===== src/rtl/dither_packer.sv =====
// dither_packer: packs dithered 16-bit pixel words into wide words and queues them in a FIFO; DITHER_PACKER_STATS_EN adds drop/frame counters
module dither_packer #(
  parameter int         LAT        = 1,
  parameter int         PACK_WORDS = 4,
  parameter int         FIFO_DEPTH = 4,
  parameter logic [3:0] PAD_NIBBLE = 4'hF
) (
  input  logic                    clk,
  input  logic                    rst,
  input  logic [15:0]             din,
  input  logic                    in_valid,
  input  logic                    in_eol,
  input  logic                    in_eof,
  output logic [16*PACK_WORDS-1:0] dout,
  output logic                    out_valid,
  input  logic                    out_ready,
  output logic                    out_last,
  output logic                    out_frame,
  output logic                    overflow
`ifdef DITHER_PACKER_STATS_EN
  ,
  output logic [15:0]             drop_count,
  output logic [15:0]             frame_words
`endif
);
  localparam int W  = 16 * PACK_WORDS;
  localparam int CW = $clog2(PACK_WORDS);
  localparam int AW = $clog2(FIFO_DEPTH);
  logic [2:0]    dly_q [LAT];
  logic          v_d, eol_d, eof_d;
  logic [CW-1:0] cnt_q, cnt_d;
  logic [W-1:0]  acc_q, acc_nxt, pword;
  logic [W+1:0]  mem_q [FIFO_DEPTH];
  logic [AW-1:0] wp_q, rp_q;
  logic [AW:0]   lvl_q;
  logic          ovf_q, push, pop, full, wr;
  assign {v_d, eol_d, eof_d} = dly_q[LAT-1];
  always_comb begin
    acc_nxt = acc_q;
    pword   = acc_q;
    for (int s = 0; s < PACK_WORDS; s++) begin
      acc_nxt[W-16*(s+1) +: 16] = (s == int'(cnt_q)) ? din : acc_q[W-16*(s+1) +: 16];
      pword[W-16*(s+1) +: 16]   = (s > int'(cnt_q)) ? {4{PAD_NIBBLE}} : acc_nxt[W-16*(s+1) +: 16];
    end
  end
  assign push      = v_d && (cnt_q == CW'(PACK_WORDS - 1) || eol_d);
  assign cnt_d     = !v_d ? cnt_q : push ? '0 : cnt_q + 1'b1;
  assign out_valid = lvl_q != '0;
  assign pop       = out_valid && out_ready;
  assign full      = lvl_q == (AW+1)'(FIFO_DEPTH);
  // A pop frees the head slot in the same cycle, so a full FIFO still accepts a push
  assign wr        = push && (!full || pop);
  assign {dout, out_last, out_frame} = mem_q[rp_q];
  assign overflow  = ovf_q;
  always_ff @(posedge clk) begin
    if (!rst) begin
      dly_q <= '{default: '0};
      cnt_q <= '0;
      acc_q <= '0;
      mem_q <= '{default: '0};
      wp_q  <= '0;
      rp_q  <= '0;
      lvl_q <= '0;
      ovf_q <= 1'b0;
    end else begin
      dly_q[0] <= {in_valid, in_eol, in_eof};
      for (int i = 1; i < LAT; i++) dly_q[i] <= dly_q[i-1];
      if (v_d) acc_q <= acc_nxt;
      cnt_q <= cnt_d;
      if (wr) begin
        mem_q[wp_q] <= {pword, eol_d, eol_d && eof_d};
        wp_q        <= wp_q + 1'b1;
      end
      if (pop) rp_q <= rp_q + 1'b1;
      if (wr && !pop) lvl_q <= lvl_q + 1'b1;
      else if (pop && !wr) lvl_q <= lvl_q - 1'b1;
      if (push && !wr) ovf_q <= 1'b1;
    end
  end
`ifdef DITHER_PACKER_STATS_EN
  logic [15:0] drop_q, fw_q, fcnt_q;
  always_ff @(posedge clk) begin
    if (!rst) begin
      drop_q <= '0;
      fw_q   <= '0;
      fcnt_q <= '0;
    end else begin
      if (push && !wr && drop_q != 16'hFFFF) drop_q <= drop_q + 1'b1;
      if (wr) fcnt_q <= (eol_d && eof_d) ? '0 : fcnt_q + 1'b1;
      if (wr && eol_d && eof_d) fw_q <= fcnt_q + 1'b1;
    end
  end
  assign drop_count  = drop_q;
  assign frame_words = fw_q;
`endif
endmodule

===== config.mk =====
export PLATFORM = sky130hd
export DESIGN_NAME = dither_packer
export DESIGN_NICKNAME = d
export VERILOG_FILES = /design/src/rtl/dither_packer.sv
export SDC_FILE = /design/constraint.sdc
export NUM_CORES = 1
export LEC_CHECK = 0
export BUFFER_PORTS_ARGS = -buffer_cell sky130_fd_sc_hd__buf_2
export CAP_MARGIN = 20
export CORE_UTILIZATION = 40
export DETAILED_ROUTE_END_ITERATION = 10
export PLACE_DENSITY_LB_ADDON = 0.05
export SETUP_SLACK_MARGIN = 0.15
export SYNTH_ARGS = -nofsm -noshare
export SYNTH_HDL_FRONTEND = slang
export SYNTH_SLANG_ARGS = --single-unit

===== constraint.sdc =====
create_clock -name clk -period 3.25 [get_ports clk]
set_input_delay 0.1625 -clock clk [delete_from_list [all_inputs] [get_ports clk]]
set_output_delay 0.1625 -clock clk [all_outputs]
set_load 0.01 [all_outputs]

==> run summary <==
status: completed
CP Buf/Inv Count: 1
crit start category: register
worst vdd ir: 0.3765 mV
final hold vios: 0
Critical Path Stages: 8
Post-Route WL: 37690 um
sw frac: 0.2467
logic gate share of total power: 0.095
Tmin final: 2483 ps
max_cap viols: 0
1st-pass router iterations: 5
worst-case clock buffer depth: 3
cts bufs inserted: 39
Area growth, synth to finish: 14.23%
Clock Power Share: 0.460
WHS: 16.53 ps
switching power: 2.319 mW
Worst Slack Setup Final: 767.2 ps
YS warnings: 0
fmax: 0.4028 GHz
ant diodes: 0
synthesis-stage register bit count: 325
setup_tns: 0 ps
R2R Path Start: lvl_q[0]$_SDFFE_PN0P_
Worst Path Max Fanout: 10
initial DRC count: 646
reg2reg end: lvl_q[2]$_SDFFE_PN0P_
RSZ-0062 raised after global routing: false
Register-to-Register Path Depth: 8
critical setup path kind: reg2reg
family with the most delay on the worst path: simple AND/OR/NAND/NOR gates
Core Region: 0.03548 mm2
period utilization: 0.7639
# DRC: 0
Post-CTS Setup Bufs: 0
Async SR Flop Fraction: 0
post-synthesis sequential area ratio: 0.4525
WP data arrival: 2940 ps
static leakage: 8.350 nW
Yosys cell types: 29
CTS Sinks: 325
via count: 10470
Place WS: 770.5 ps
post-cts resize count: 0
initial antenna violation count: 0
Post-Syn Area: 0.01438 mm2
Top FF cell, synth: dfxtp_1
aggregate global-route resource usage: 0.2084
crit path from: lvl_q[0]$_SDFFE_PN0P_
first-pass GRT wire length: 59130 um
vias in the first global route: 10090
pin count of the biggest net entering global routing: 137
die footprint: 0.03671 mm2
GPL Wtd Cong: 0.7106
layout cells sized above 1: 0.1751
Hold Crit Class: in2reg
final setup vio count: 0
CP max stage delay: 410 ps
Avg Cell Area, Syn: 10.18 um2
Cell Rows: 69
clk_skew: 17.01 ps
gr ovfl total: 0
EDFF count, synth: 0
CTS tree: yes
Top Ports: 90
Die Wd: 191.6 um
Worst Setup End Kind: register
Worst-Skew Late Latency: 530 ps
internal power: 7.082 mW
syn_nets: 1445
R2R setup slack: 770 ps
initial core utilization: 0.4052
WL/cell: 19.43 um
CP Data Required Time: 3710 ps
Cells after Synth: 1413
sequential power share: 0.444
Final ANT Viol Nets: 0
H-tree depth: 2
Worst Tran Pin Value: 728.4 ps
CP Capture Point: lvl_q[2]$_SDFFE_PN0P_
post-DP HPWL: 22230 um
final core utilization: 0.4629
Slew HR: 0.5144
pwr/cell area: 572.4 mW/mm2
Hold Buf Count CTS: 5
Clk pin slew, worst setup/hold paths: 60 ps
crit path max-delay cell type: dfxtp_1
Final Slew Violations: 0
root cell of the clock tree: clkbuf_16
fin nets: 1482
DR vias/cell: 5.397
IO Port Bufs: 89
Critical Path, Cell by Cell: or4b_1 -> nor2b_1 -> ha_1 -> inv_1 -> fa_1 -> xor2_1 -> or3_1 -> a21boi_0
Die H: 191.6 um
## cell families after synthesis
group,synth area share
multiplexers,0.1166
buffers and inverters,0.05395
XOR/XNOR,0.003046
adder cells (fa/ha/maj),0.009225
flip-flops,0.4525
AND/OR/NAND/NOR,0.1423
AO/OA/AOI/OAI,0.2223
## power by group through the flow
stage | Clock [mW] | Sequential (mW) | Combinational (mW)
floorplan | 0 | 4.18 | 0.654
global placement | 0 | 4.26 | 0.910
detailed placement | 0 | 4.27 | 0.912
CTS | 4.45 | 4.18 | 0.918
global route | 4.60 | 4.19 | 0.973
finish | 4.33 | 4.18 | 0.896
## through the flow
step | std cells | total power [mW] | instance area (um2)
floorplan | 1413 | 4.838 | 14380
global placement | 1865 | 5.174 | 15090
detailed placement | 1865 | 5.179 | 15090
CTS | 1940 | 9.550 | 16420
global route | 1940 | 9.765 | 16420
finish | 1940 | 9.401 | 16420
## synth_stat cells, types with 2 or more instances
cell type	n	area share
dfxtp_1	325	0.45
inv_1	4	0.0010
nand2_1	420	0.11
nand3_1	5	0.0017
buf_6	32	0.025
a211oi_1	16	0.0084
o21ai_0	2	0.00070
mux2i_1	19	0.013
nor2b_1	36	0.016
or3_1	2	0.00087
a21boi_0	105	0.055
nand2b_1	16	0.0070
buf_2	11	0.0038
o211a_1	212	0.15
ha_1	9	0.0078
xnor2_1	4	0.0024
mux4_2	66	0.10
clkbuf_1	84	0.022
and2_1	14	0.0061
o31a_1	16	0.0097
buf_1	7	0.0018
## worst min-delay path by stage
stage	slack, ps	to	startpoint	cells past startpoint
global placement	370	dly_q[0]$_SDFF_PN0_	in_eof	2
finish	20	acc_q[30]$_SDFFE_PN0P_	din[14]	3
floorplan	290	dly_q[0]$_SDFF_PN0_	in_eof	1
CTS	2	acc_q[30]$_SDFFE_PN0P_	din[14]	3
detailed placement	380	dly_q[0]$_SDFF_PN0_	in_eof	2
global route	30	acc_q[34]$_SDFFE_PN0P_	din[2]	3
## flip-flops by register name (all words and copies together) (netlist names)
name,flops
dly_q,3
overflow,1
acc_q,48
cnt_q,2
wp_q,2
rp_q,2
mem_q,264
lvl_q,3
## layer usage
layer,track usage,vias up,part of all wire
met5,0,-,0
li1,-,5077,-
met1,0.2860,5148,0.47
met3,0.03380,49,0.043
met4,0.05250,0,0.019
met2,0.3406,197,0.47
## worst register-to-register path: cells and delay by family (launching register included)
kind / cells / cell delay, ps
buf+inv: 1 / 60
compound gates: 1 / 160
flops: 1 / 410
xor+xnor: 1 / 180
simple gates: 3 / 990
fa+ha+maj: 2 / 620
## cell type report
cell class,instances,area [um2]
clock inverter,9,85.08
tap,461,576.8
fill,3314,19060
multi-input combinational,949,7106
clock buffer,61,1199
timing repair buffer,130,924.6
inverter,5,18.77
sequential,325,6514
## layout by cell type (no fill, tap or decap), drive strengths merged, types with 2 or more instances in the layout
cell type,n
mux2i,19
nand3,5
clkbuf,62
buf,124
mux4,66
o211a,212
a21boi,105
dlygate4sd3,5
xnor2,4
and2,14
clkinv,5
or3,2
a211oi,16
dfxtp,325
ha,9
o31a,16
nor2b,36
nand2b,16
nand2,420
inv,8
o21ai,2
Note: power is estimated with default switching activity, not from simulation.
